==> config.mk <==
export PLATFORM = sky130hd
export DESIGN_NAME = top_wrapper_5_flat
export DESIGN_NICKNAME = d
export VERILOG_FILES = /design/src/rtl/fft16_pkg.sv /design/src/rtl/fft16_if.sv /design/src/rtl/fft16_twiddle_rom.sv /design/src/rtl/top_wrapper_5.sv /design/src/flat_wrapper.sv
export SDC_FILE = /design/constraint.sdc
export NUM_CORES = 2
export LEC_CHECK = 0
export BUFFER_PORTS_ARGS = -buffer_cell sky130_fd_sc_hd__buf_2
export CORE_UTILIZATION = 52
export CTS_CLUSTER_SIZE = 24
export DETAILED_ROUTE_END_ITERATION = 7
export HOLD_SLACK_MARGIN = 0.03
export PLACE_DENSITY = 0.73
export SYNTH_ARGS = -nofsm -noshare
export SYNTH_HDL_FRONTEND = slang
export SYNTH_SLANG_ARGS = --single-unit
==> constraint.sdc <==
create_clock -name aclk -period 32.5 [get_ports aclk]
set_input_delay 6.5 -clock aclk [delete_from_list [all_inputs] [get_ports aclk]]
set_output_delay 6.5 -clock aclk [all_outputs]
set_load 0.1 [all_outputs]
==> src/rtl/fft16_pkg.sv <==
// Shared constants, state encoding, twiddle tables and output scaling for the 16-point DFT engine.
package fft16_pkg;

  localparam int unsigned DATA_W    = 8;
  localparam int unsigned NPTS      = 16;
  localparam int unsigned LOG2_NPTS = 4;
  localparam int unsigned TW_W      = 9;
  localparam int unsigned ACC_W     = 20;
  localparam int unsigned PROD_W    = DATA_W + TW_W;
  localparam int unsigned NBYTES    = 2 * NPTS;
  localparam int unsigned BEAT_W    = 5;
  localparam int unsigned SCALE_SH  = 11;

  typedef enum logic [1:0] {IDLE, LOAD, CALC, SEND} state_t;

  typedef logic signed [TW_W-1:0]  tw_t;
  typedef logic [LOG2_NPTS-1:0]    idx_t;
  typedef logic [BEAT_W-1:0]       beat_t;

  localparam idx_t  IDX_LAST  = idx_t'(NPTS - 1);
  localparam beat_t BEAT_LAST = beat_t'(NBYTES - 1);

  localparam logic signed [ACC_W-1:0] ROUND_C = 1024;
  localparam logic signed [ACC_W-1:0] SAT_MAX = 127;
  localparam logic signed [ACC_W-1:0] SAT_MIN = -128;

  // Q2.7 samples of cos/sin(2*pi*i/16)
  localparam tw_t COS_ROM [NPTS] = '{
    9'sd128,  9'sd118,  9'sd91,   9'sd49,   9'sd0,   -9'sd49,  -9'sd91,  -9'sd118,
    -9'sd128, -9'sd118, -9'sd91,  -9'sd49,  9'sd0,    9'sd49,   9'sd91,   9'sd118};
  localparam tw_t SIN_ROM [NPTS] = '{
    9'sd0,    9'sd49,   9'sd91,   9'sd118,  9'sd128,  9'sd118,  9'sd91,   9'sd49,
    9'sd0,   -9'sd49,  -9'sd91,  -9'sd118, -9'sd128, -9'sd118, -9'sd91,  -9'sd49};

  // Divide by 16 (plus the Q2.7 twiddle gain) with round-half-up, then clamp to a signed byte.
  function automatic logic [DATA_W-1:0] scale_sat(input logic signed [ACC_W-1:0] acc);
    logic signed [ACC_W-1:0] r;
    r = (acc + ROUND_C) >>> SCALE_SH;
    if (r > SAT_MAX)      return DATA_W'(SAT_MAX);
    else if (r < SAT_MIN) return DATA_W'(SAT_MIN);
    else                  return DATA_W'(r);
  endfunction

endpackage

==> src/rtl/fft16_if.sv <==
// Sample-in, config and result-out stream channels of the DFT engine.
interface fft16_if;
  import fft16_pkg::*;

  logic [DATA_W-1:0] in_data;
  logic              in_valid;
  logic              in_ready;
  logic              in_last;
  logic [DATA_W-1:0] config_data;
  logic              config_valid;
  logic              config_ready;
  logic [DATA_W-1:0] out_data;
  logic              out_valid;
  logic              out_last;
  logic              out_ready;

  modport master (
    output in_data, in_valid, in_last, config_data, config_valid, out_ready,
    input  in_ready, config_ready, out_data, out_valid, out_last
  );

  modport slave (
    input  in_data, in_valid, in_last, config_data, config_valid, out_ready,
    output in_ready, config_ready, out_data, out_valid, out_last
  );

endinterface

==> src/rtl/fft16_twiddle_rom.sv <==
// Combinational twiddle lookup: index 0..15 -> Q2.7 cos and sin.
module fft16_twiddle_rom
  import fft16_pkg::*;
(
  input  idx_t idx,
  output tw_t  cos_val,
  output tw_t  sin_val
);

  always_comb begin
    cos_val = COS_ROM[idx];
    sin_val = SIN_ROM[idx];
  end

endmodule

==> src/rtl/top_wrapper_5.sv <==
// 16-point DFT engine: loads a real frame, runs one complex MAC per cycle, streams Re/Im bytes per bin.
module top_wrapper_5
  import fft16_pkg::*;
(
  input logic    aclk,
  input logic    aresetn,
  fft16_if.slave bus
);

  state_t state, state_nxt;

  logic signed [DATA_W-1:0] x [NPTS];
  logic [DATA_W-1:0]        obuf [NBYTES];
  idx_t                     wcnt, k, n, tw_idx, prod_k;
  logic                     dir, calc_done, prod_vld, prod_last;
  tw_t                      cos_val, sin_val;
  logic signed [PROD_W-1:0] mul_re, mul_im, prod_re, prod_im;
  logic signed [ACC_W-1:0]  acc_re, acc_im, sum_re, sum_im;
  beat_t                    beat, beat_nxt;
  logic [DATA_W-1:0]        out_data;
  logic                     out_valid, out_last;
  logic                     in_hs, cfg_hs, out_hs, frame_close;

  assign bus.in_ready     = ~aresetn & (state == IDLE || state == LOAD);
  assign bus.config_ready = ~aresetn & (state == IDLE);
  assign bus.out_data     = out_data;
  assign bus.out_valid    = out_valid;
  assign bus.out_last     = out_last;

  assign in_hs       = bus.in_valid & bus.in_ready;
  assign cfg_hs      = bus.config_valid & bus.config_ready;
  assign out_hs      = out_valid & bus.out_ready;
  assign frame_close = in_hs & (bus.in_last | (state == LOAD && wcnt == IDX_LAST));

  assign tw_idx   = k * n;
  assign mul_re   = PROD_W'(x[n]) * PROD_W'(cos_val);
  assign mul_im   = PROD_W'(x[n]) * PROD_W'(sin_val);
  assign sum_re   = acc_re + ACC_W'(prod_re);
  assign sum_im   = acc_im + ACC_W'(prod_im);
  assign beat_nxt = beat + beat_t'(1);

  fft16_twiddle_rom u_rom (
    .idx     (tw_idx),
    .cos_val (cos_val),
    .sin_val (sin_val)
  );

  always_ff @(posedge aclk or posedge aresetn) begin
    if (aresetn) state <= IDLE;
    else         state <= state_nxt;
  end

  always_comb begin
    state_nxt = state;
    case (state)
      IDLE:    if (in_hs) state_nxt = bus.in_last ? CALC : LOAD;
      LOAD:    if (frame_close) state_nxt = CALC;
      CALC:    if (calc_done) state_nxt = SEND;
      SEND:    if (out_hs && beat == BEAT_LAST) state_nxt = IDLE;
      default: state_nxt = IDLE;
    endcase
  end

  // First sample of a frame wipes the store so short frames are zero-filled.
  always_ff @(posedge aclk or posedge aresetn) begin
    if (aresetn) begin
      for (int unsigned i = 0; i < NPTS; i++) x[i] <= '0;
      wcnt <= '0;
      dir  <= 1'b1;
    end else begin
      if (cfg_hs) dir <= bus.config_data[0];
      if (in_hs) begin
        if (state == IDLE) begin
          for (int unsigned i = 1; i < NPTS; i++) x[i] <= '0;
          x[0] <= bus.in_data;
          wcnt <= idx_t'(1);
        end else begin
          x[wcnt] <= bus.in_data;
          wcnt    <= wcnt + idx_t'(1);
        end
      end
    end
  end

  // Product stage is registered; the accumulate stage below trails it by one cycle.
  always_ff @(posedge aclk or posedge aresetn) begin
    if (aresetn) begin
      k         <= '0;
      n         <= '0;
      calc_done <= 1'b0;
      prod_vld  <= 1'b0;
      prod_last <= 1'b0;
      prod_k    <= '0;
      prod_re   <= '0;
      prod_im   <= '0;
    end else begin
      prod_vld  <= 1'b0;
      prod_last <= 1'b0;
      if (frame_close) begin
        k         <= '0;
        n         <= '0;
        calc_done <= 1'b0;
      end else if (state == CALC) begin
        if (calc_done) begin
          calc_done <= 1'b0;
        end else begin
          prod_vld  <= 1'b1;
          prod_last <= (n == IDX_LAST);
          prod_k    <= k;
          prod_re   <= mul_re;
          prod_im   <= dir ? -mul_im : mul_im;
          n         <= n + idx_t'(1);
          if (n == IDX_LAST) k <= k + idx_t'(1);
          if (k == IDX_LAST && n == IDX_LAST) calc_done <= 1'b1;
        end
      end
    end
  end

  always_ff @(posedge aclk or posedge aresetn) begin
    if (aresetn) begin
      acc_re <= '0;
      acc_im <= '0;
      for (int unsigned i = 0; i < NBYTES; i++) obuf[i] <= '0;
    end else if (prod_vld) begin
      if (prod_last) begin
        obuf[{prod_k, 1'b0}] <= scale_sat(sum_re);
        obuf[{prod_k, 1'b1}] <= scale_sat(sum_im);
        acc_re <= '0;
        acc_im <= '0;
      end else begin
        acc_re <= sum_re;
        acc_im <= sum_im;
      end
    end
  end

  // Entering SEND costs one cycle to present beat 0 from the buffer.
  always_ff @(posedge aclk or posedge aresetn) begin
    if (aresetn) begin
      out_valid <= 1'b0;
      out_data  <= '0;
      out_last  <= 1'b0;
      beat      <= '0;
    end else if (state == SEND) begin
      if (!out_valid) begin
        out_valid <= 1'b1;
        out_data  <= obuf[0];
        out_last  <= 1'b0;
        beat      <= '0;
      end else if (bus.out_ready) begin
        if (beat == BEAT_LAST) begin
          out_valid <= 1'b0;
          out_data  <= '0;
          out_last  <= 1'b0;
          beat      <= '0;
        end else begin
          out_data <= obuf[beat_nxt];
          out_last <= (beat_nxt == BEAT_LAST);
          beat     <= beat_nxt;
        end
      end
    end
  end

endmodule

==> src/flat_wrapper.sv <==
// flat-port wrapper written by rule: the top's interface ports become plain ports
module top_wrapper_5_flat import fft16_pkg::*;
  (aclk, aresetn, bus_in_data, bus_in_valid, bus_in_last, bus_config_data, bus_config_valid, bus_out_ready, bus_in_ready, bus_config_ready, bus_out_data, bus_out_valid, bus_out_last);
  fft16_if bus_i ();
  input logic aclk;
  input logic aresetn;
  input wire logic [$bits(bus_i.in_data)-1:0] bus_in_data;
  input wire logic [$bits(bus_i.in_valid)-1:0] bus_in_valid;
  input wire logic [$bits(bus_i.in_last)-1:0] bus_in_last;
  input wire logic [$bits(bus_i.config_data)-1:0] bus_config_data;
  input wire logic [$bits(bus_i.config_valid)-1:0] bus_config_valid;
  input wire logic [$bits(bus_i.out_ready)-1:0] bus_out_ready;
  output wire logic [$bits(bus_i.in_ready)-1:0] bus_in_ready;
  output wire logic [$bits(bus_i.config_ready)-1:0] bus_config_ready;
  output wire logic [$bits(bus_i.out_data)-1:0] bus_out_data;
  output wire logic [$bits(bus_i.out_valid)-1:0] bus_out_valid;
  output wire logic [$bits(bus_i.out_last)-1:0] bus_out_last;
  assign bus_i.in_data = bus_in_data;
  assign bus_i.in_valid = bus_in_valid;
  assign bus_i.in_last = bus_in_last;
  assign bus_i.config_data = bus_config_data;
  assign bus_i.config_valid = bus_config_valid;
  assign bus_i.out_ready = bus_out_ready;
  assign bus_in_ready = bus_i.in_ready;
  assign bus_config_ready = bus_i.config_ready;
  assign bus_out_data = bus_i.out_data;
  assign bus_out_valid = bus_i.out_valid;
  assign bus_out_last = bus_i.out_last;
  top_wrapper_5 u_core (.aclk(aclk), .aresetn(aresetn), .bus(bus_i));
endmodule
[After elaboration in Yosys (flattened, before gate mapping)]
Memories as Yosys holds them, arrays and structs flattened.
Index checks and enable logic that the tools add are counted.
Word-level totals
  bits of input ports: 22
  logic and storage cells: 205
  ROM bits: 288
  memories: 2
  register bits after elaboration: 495
  output and inout port bits: 12
Memory list
  (no name shown): depth 16, bits a word 9, read ports 1, clocked after Yosys merged registers in 0, write ports 0, line fft16_twiddle_rom.sv:12  | sin_val = SIN_ROM[idx];
  (no name shown): depth 16, bits a word 9, read ports 1, clocked after Yosys merged registers in 0, write ports 0, line fft16_twiddle_rom.sv:11  | cos_val = COS_ROM[idx];
Cells by class
  $lt $le $gt $ge: 13
  add/sub/neg operators: 9
  multipliers: 3
  reduce and logical (&&, ||, !) cells: 16
  bitwise gates (word level): 16
  muxes and demuxes: 67
  equality and inequality tests: 14
Operators with widths (count)
  256-bit bitwise mux: 2
  8-bit two-way mux: 18
  128-bit bitwise mux: 1
  128-bit two-way mux: 1
  8-bit demux with 5-bit select: 2
  20-bit by 12-bit adder with 20-bit output (second input constant): 2
  20-bit by 17-bit adder with 20-bit output: 2
  8-bit binary-select mux with 5-bit select: 1
  20-bit two-way mux: 2
  9-bit two-way mux: 4
  8-bit by 9-bit multiplier with 17-bit output: 2
  8-bit binary-select mux with 4-bit select: 1
  8-bit demux with 4-bit select: 1
  4-bit two-way mux: 8
  6-bit greater-or-equal comparator (second input constant): 3
  9-bit by 8-bit > comparator with 1-bit output (second input constant): 2
  9-bit by 8-bit less-than comparator with 1-bit output (second input constant): 2
  5-bit inverter with 6-bit output: 3
  17-bit two-way mux: 1
  17-bit negator: 1
  1-bit two-way mux: 16
  5-bit greater-or-equal comparator (second input constant): 3
  5-bit two-way mux: 3
  4-bit inverter with 5-bit output: 3
  23 further kinds: 54

[Logic depth before layout (Yosys ltp)]
  depth in word-level cells: 9
  mapped depth: 34
  depth with buffers taken out: 31

[Hierarchy]
From an unflattened synthesis, not the netlist that was laid out.
Unflattened totals
  cells, all modules: 2900
  area, all modules: 30417.9 µm²
By module, submodules not included
  top_wrapper_5: cells an instance 2865, times used 1, area each 30036.3 µm², seq. area each 12388.1 µm²
  fft16_twiddle_rom: cells an instance 35, times used 1, area each 381.6 µm², seq. area each 0.0 µm²

[Worst setup path after synthesis]
OpenSTA, ideal clock, no wires.
  path kind: in2reg
  start point: input port aresetn
  end point: register u_core.x[120] in the netlist's numbering
  path slack: 14000 ps
  buffers on the path: 0
  required time: 32375 ps
  arrival: 18375 ps
  stages on the path: 4
  setup time: 125 ps
  cells stage by stage: inv_1 and3_1 a31oi_1 mux2_2
Between the ends
  word-level cells in the longest chain between the ends: 3
RTL lines
  start, declared: line flat_wrapper.sv:6  | input logic aresetn;
  1-bit inverter: line top_wrapper_5.sv:24  | assign bus.in_ready = ~aresetn & (state == IDLE || state == LOAD);
  1-bit bitwise AND: line top_wrapper_5.sv:24
  1-bit bitwise AND: line top_wrapper_5.sv:30  | assign in_hs = bus.in_valid & bus.in_ready;
  end signal, assigned by index: line top_wrapper_5.sv:78  | x[wcnt] <= bus.in_data;
  end, declared: line top_wrapper_5.sv:12  | logic signed [DATA_W-1:0] x [NPTS];
No other way between the ends.
A chain may end at the register's enable or synchronous reset.

[Final worst setup path]
  start point: input port aresetn
  end point: output port bus_config_ready
Between the ends
  word-level cells in the longest chain between the ends: 2
RTL lines
  1-bit inverter: line top_wrapper_5.sv:25  | assign bus.config_ready = ~aresetn & (state == IDLE);
  1-bit bitwise AND: line top_wrapper_5.sv:25
  end, declared: line flat_wrapper.sv:14  | output wire logic [$bits(bus_i.config_ready)-1:0] bus_config_ready;
No other way between the ends.

==> run summary <==
port bufs: 26
Final Skew: 0.02513 ns
Max Slew Vio Count: 0
RR Startpoint: u_core.n[1]
Clock Path Buffers: 3
CTS sink count: 495
Mapped Nets: 3254
initial antenna violation count: 0
Post-Route Setup TNS: 0 ns
register area: 12390 sq um
minimum clock period: 13.88 ns
CP endpoint kind: primary output
status: complete, no violations
Net count, final: 3194
clock latency on the worst-skew pair: 0.61 ns
remaining global-route overflow: 0
R2R Path End: u_core.prod_im[15]
DR DRC count: 0
f_max: 72.05 MHz
Post-synth EDFFs: 0
Reg2Reg Depth: 31
post-cts sizing count: 0
DR WL/cell: 18.61 um
CTS tree: built
DR pass1 iterations: 6
maxcap violations: 0
routed wire length: 69410 um
Worst-path clk slew: 0.06 ns
Mean Syn Cell Area: 10.18 sq um
Layout area overhead: 8.141%
WP data arrival: 7.38 ns
initial core utilization: 52.61%
Root Buffer: clkbuf_16
cts hold-fix bufs: 0
Fillers: 4875
final period utilization: 42.70%
Worst slew margin: 9.084%
core area: 57700 sq um
CP required: 26.00 ns
detailed placement HPWL: 47670 um
Unique masters post-synth: 84
Worst-Margin Slew: 1.357 ns
GRT Total Usage: 24.17%
# IOs: 34
Die Width: 243.6 um
CTS Buf Count: 52
multi-input logic area: 16570 sq um
sequential-to-total area share from yosys stat: 40.81%
Rows: 88
min-delay worst type: flip-flop to flip-flop
final count of negative-setup-slack endpoints: 0
top_reg_cell synth: dfrtp_1
first-pass GRT wire length: 117100 um
H-tree levels: 2
Ys Warns: 0
DR iter-0 viols: 1676
worst-path maximum fanout: 4
largest net degree at the start of global routing: 123
critical path class: input port to primary output
worst setup path endpoint: bus_config_ready
chip height: 243.6 um
Post-CTS Setup Bufs: 0
synthesized area: 30350 sq um
unrepaired setup endpoints after global routing: no
vias: 22180
Synth Instances: 2983
die area: 59340 sq um
Worst Setup SP: aresetn
FFs w/ async S/R, synth: 100.0%
ANT cells: 0
flops & latches, synth: 495
Fin. Hold Viols: 0
share of cells above drive strength 1: 13.39%
via/cell ratio: 5.947
reg2reg setup slack: 24.40 ns
vias in the first global route: 22790
gpl congestion: 0.8648
Routed Antenna Nets: 0
CP startpoint kind: input port
placed cells by master (no fill, tap or decap), types with 62 or more instances in the layout:
cell type / netlist / final
ha_1: 124 / 123
xnor2_1: 62 / 62
mux4_2: 113 / 113
a21oi_1: 90 / 90
dfrtp_1: 494 / 492
nand3_1: 159 / 159
inv_1: 196 / 195
nand2_1: 385 / 384
mux2_2: 76 / 76
nor2_1: 193 / 193
fa_1: 125 / 125
o21ai_0: 379 / 379
cells in the mapped netlist (all sizes together), types with 24 or more instances:
cell type | number | area (sq um)
dfrtp | 494 | 12360
o21ai | 392 | 1962
nand2 | 385 | 1445
inv | 197 | 739.5
nor2 | 193 | 724.4
nand3 | 159 | 795.8
clkbuf | 134 | 510.5
fa | 125 | 2502
ha | 124 | 1551
mux4 | 113 | 2545
a21oi | 96 | 503.0
mux2 | 76 | 855.8
xnor2 | 63 | 559.3
xor2 | 39 | 349.1
buf | 37 | 168.9
or2 | 32 | 200.2
mux2i | 26 | 260.3
and2 | 24 | 150.1
critical path, cell delays in order:
cell    delay, ns
buf_2        0.14
nor2_1       0.09
buf_4        0.19
buf_2        0.44
worst min path at each step:
stage | slack [ns] | to | cells after the start | start
2_1_floorplan | 0.44 | u_core.obuf[159] | 2 | u_core.obuf[159]
3_5_place_dp | 0.46 | u_core.obuf[15] | 2 | u_core.obuf[15]
5_1_grt | 0.50 | u_core.obuf[190] | 2 | u_core.obuf[190]
6_report | 0.48 | u_core.obuf[185] | 2 | u_core.obuf[185]
4_1_cts | 0.48 | u_core.obuf[189] | 2 | u_core.obuf[189]
3_3_place_gp | 0.46 | u_core.obuf[174] | 2 | u_core.obuf[174]
through the flow:
| stage | instances | hold slack [ns] | worst slack, ns | area (sq um) | utilization (%) |
|---|---|---|---|---|---|
| 6_report | 3730 | 0.4753 | 18.62 | 32830 | 56.89 |
| 5_1_grt | 3730 | 0.4968 | 18.59 | 32830 | 56.89 |
| 4_1_cts | 3730 | 0.4791 | 18.62 | 32830 | 56.89 |
| 3_5_place_dp | 3634 | 0.4644 | 18.63 | 31030 | 53.79 |
| 3_3_place_gp | 3634 | 0.4560 | 18.61 | 31030 | 53.79 |
| 2_1_floorplan | 2983 | 0.4411 | 12.17 | 30350 | - |
final cells by class:
type,instances,area share (%)
clock buffer,79,4.639
sequential,495,37.75
clock inverter,17,0.8157
timing repair buffer,57,1.105
inverter,199,2.298
multi-input combinational,2118,50.47
tap,765,2.916
flip-flops by register name, indices dropped and copies added, names as in the netlist, 2 cells and up:
name,count
u_core.x,128
u_core.obuf,256
u_core.prod_im,17
u_core.prod_k,4
u_core.acc_im,20
u_core.state,2
u_core.beat,5
u_core.prod_re,17
u_core.k,4
u_core.acc_re,20
u_core.bus.out_data,8
u_core.wcnt,4
u_core.n,4
per-layer routing:
| layer | GRT usage [%] | share of wire, % |
|---|---|---|
| met1 | 33.23 | 44 |
| met2 | 40.31 | 49 |
| met3 | 2.534 | 4.3 |
| met4 | 7.941 | 2.7 |
| met5 | 0 | 0 |
logic make-up (layout without fill, tap and decap cells):
logic type,after synthesis,after routing,synth area share (%)
AO/OA/AOI/OAI,650,650,12.69
XOR/XNOR,102,102,2.993
adder cells (fa/ha/maj),250,250,13.39
buffers and inverters,370,352,4.699
flip-flops,495,495,40.81
multiplexers,215,215,12.06
AND/OR/NAND/NOR,901,901,13.36
Power is left out: the tool's default activity adds up to more than one toggle a clock period on the data nets, which glitch-free logic cannot reach.
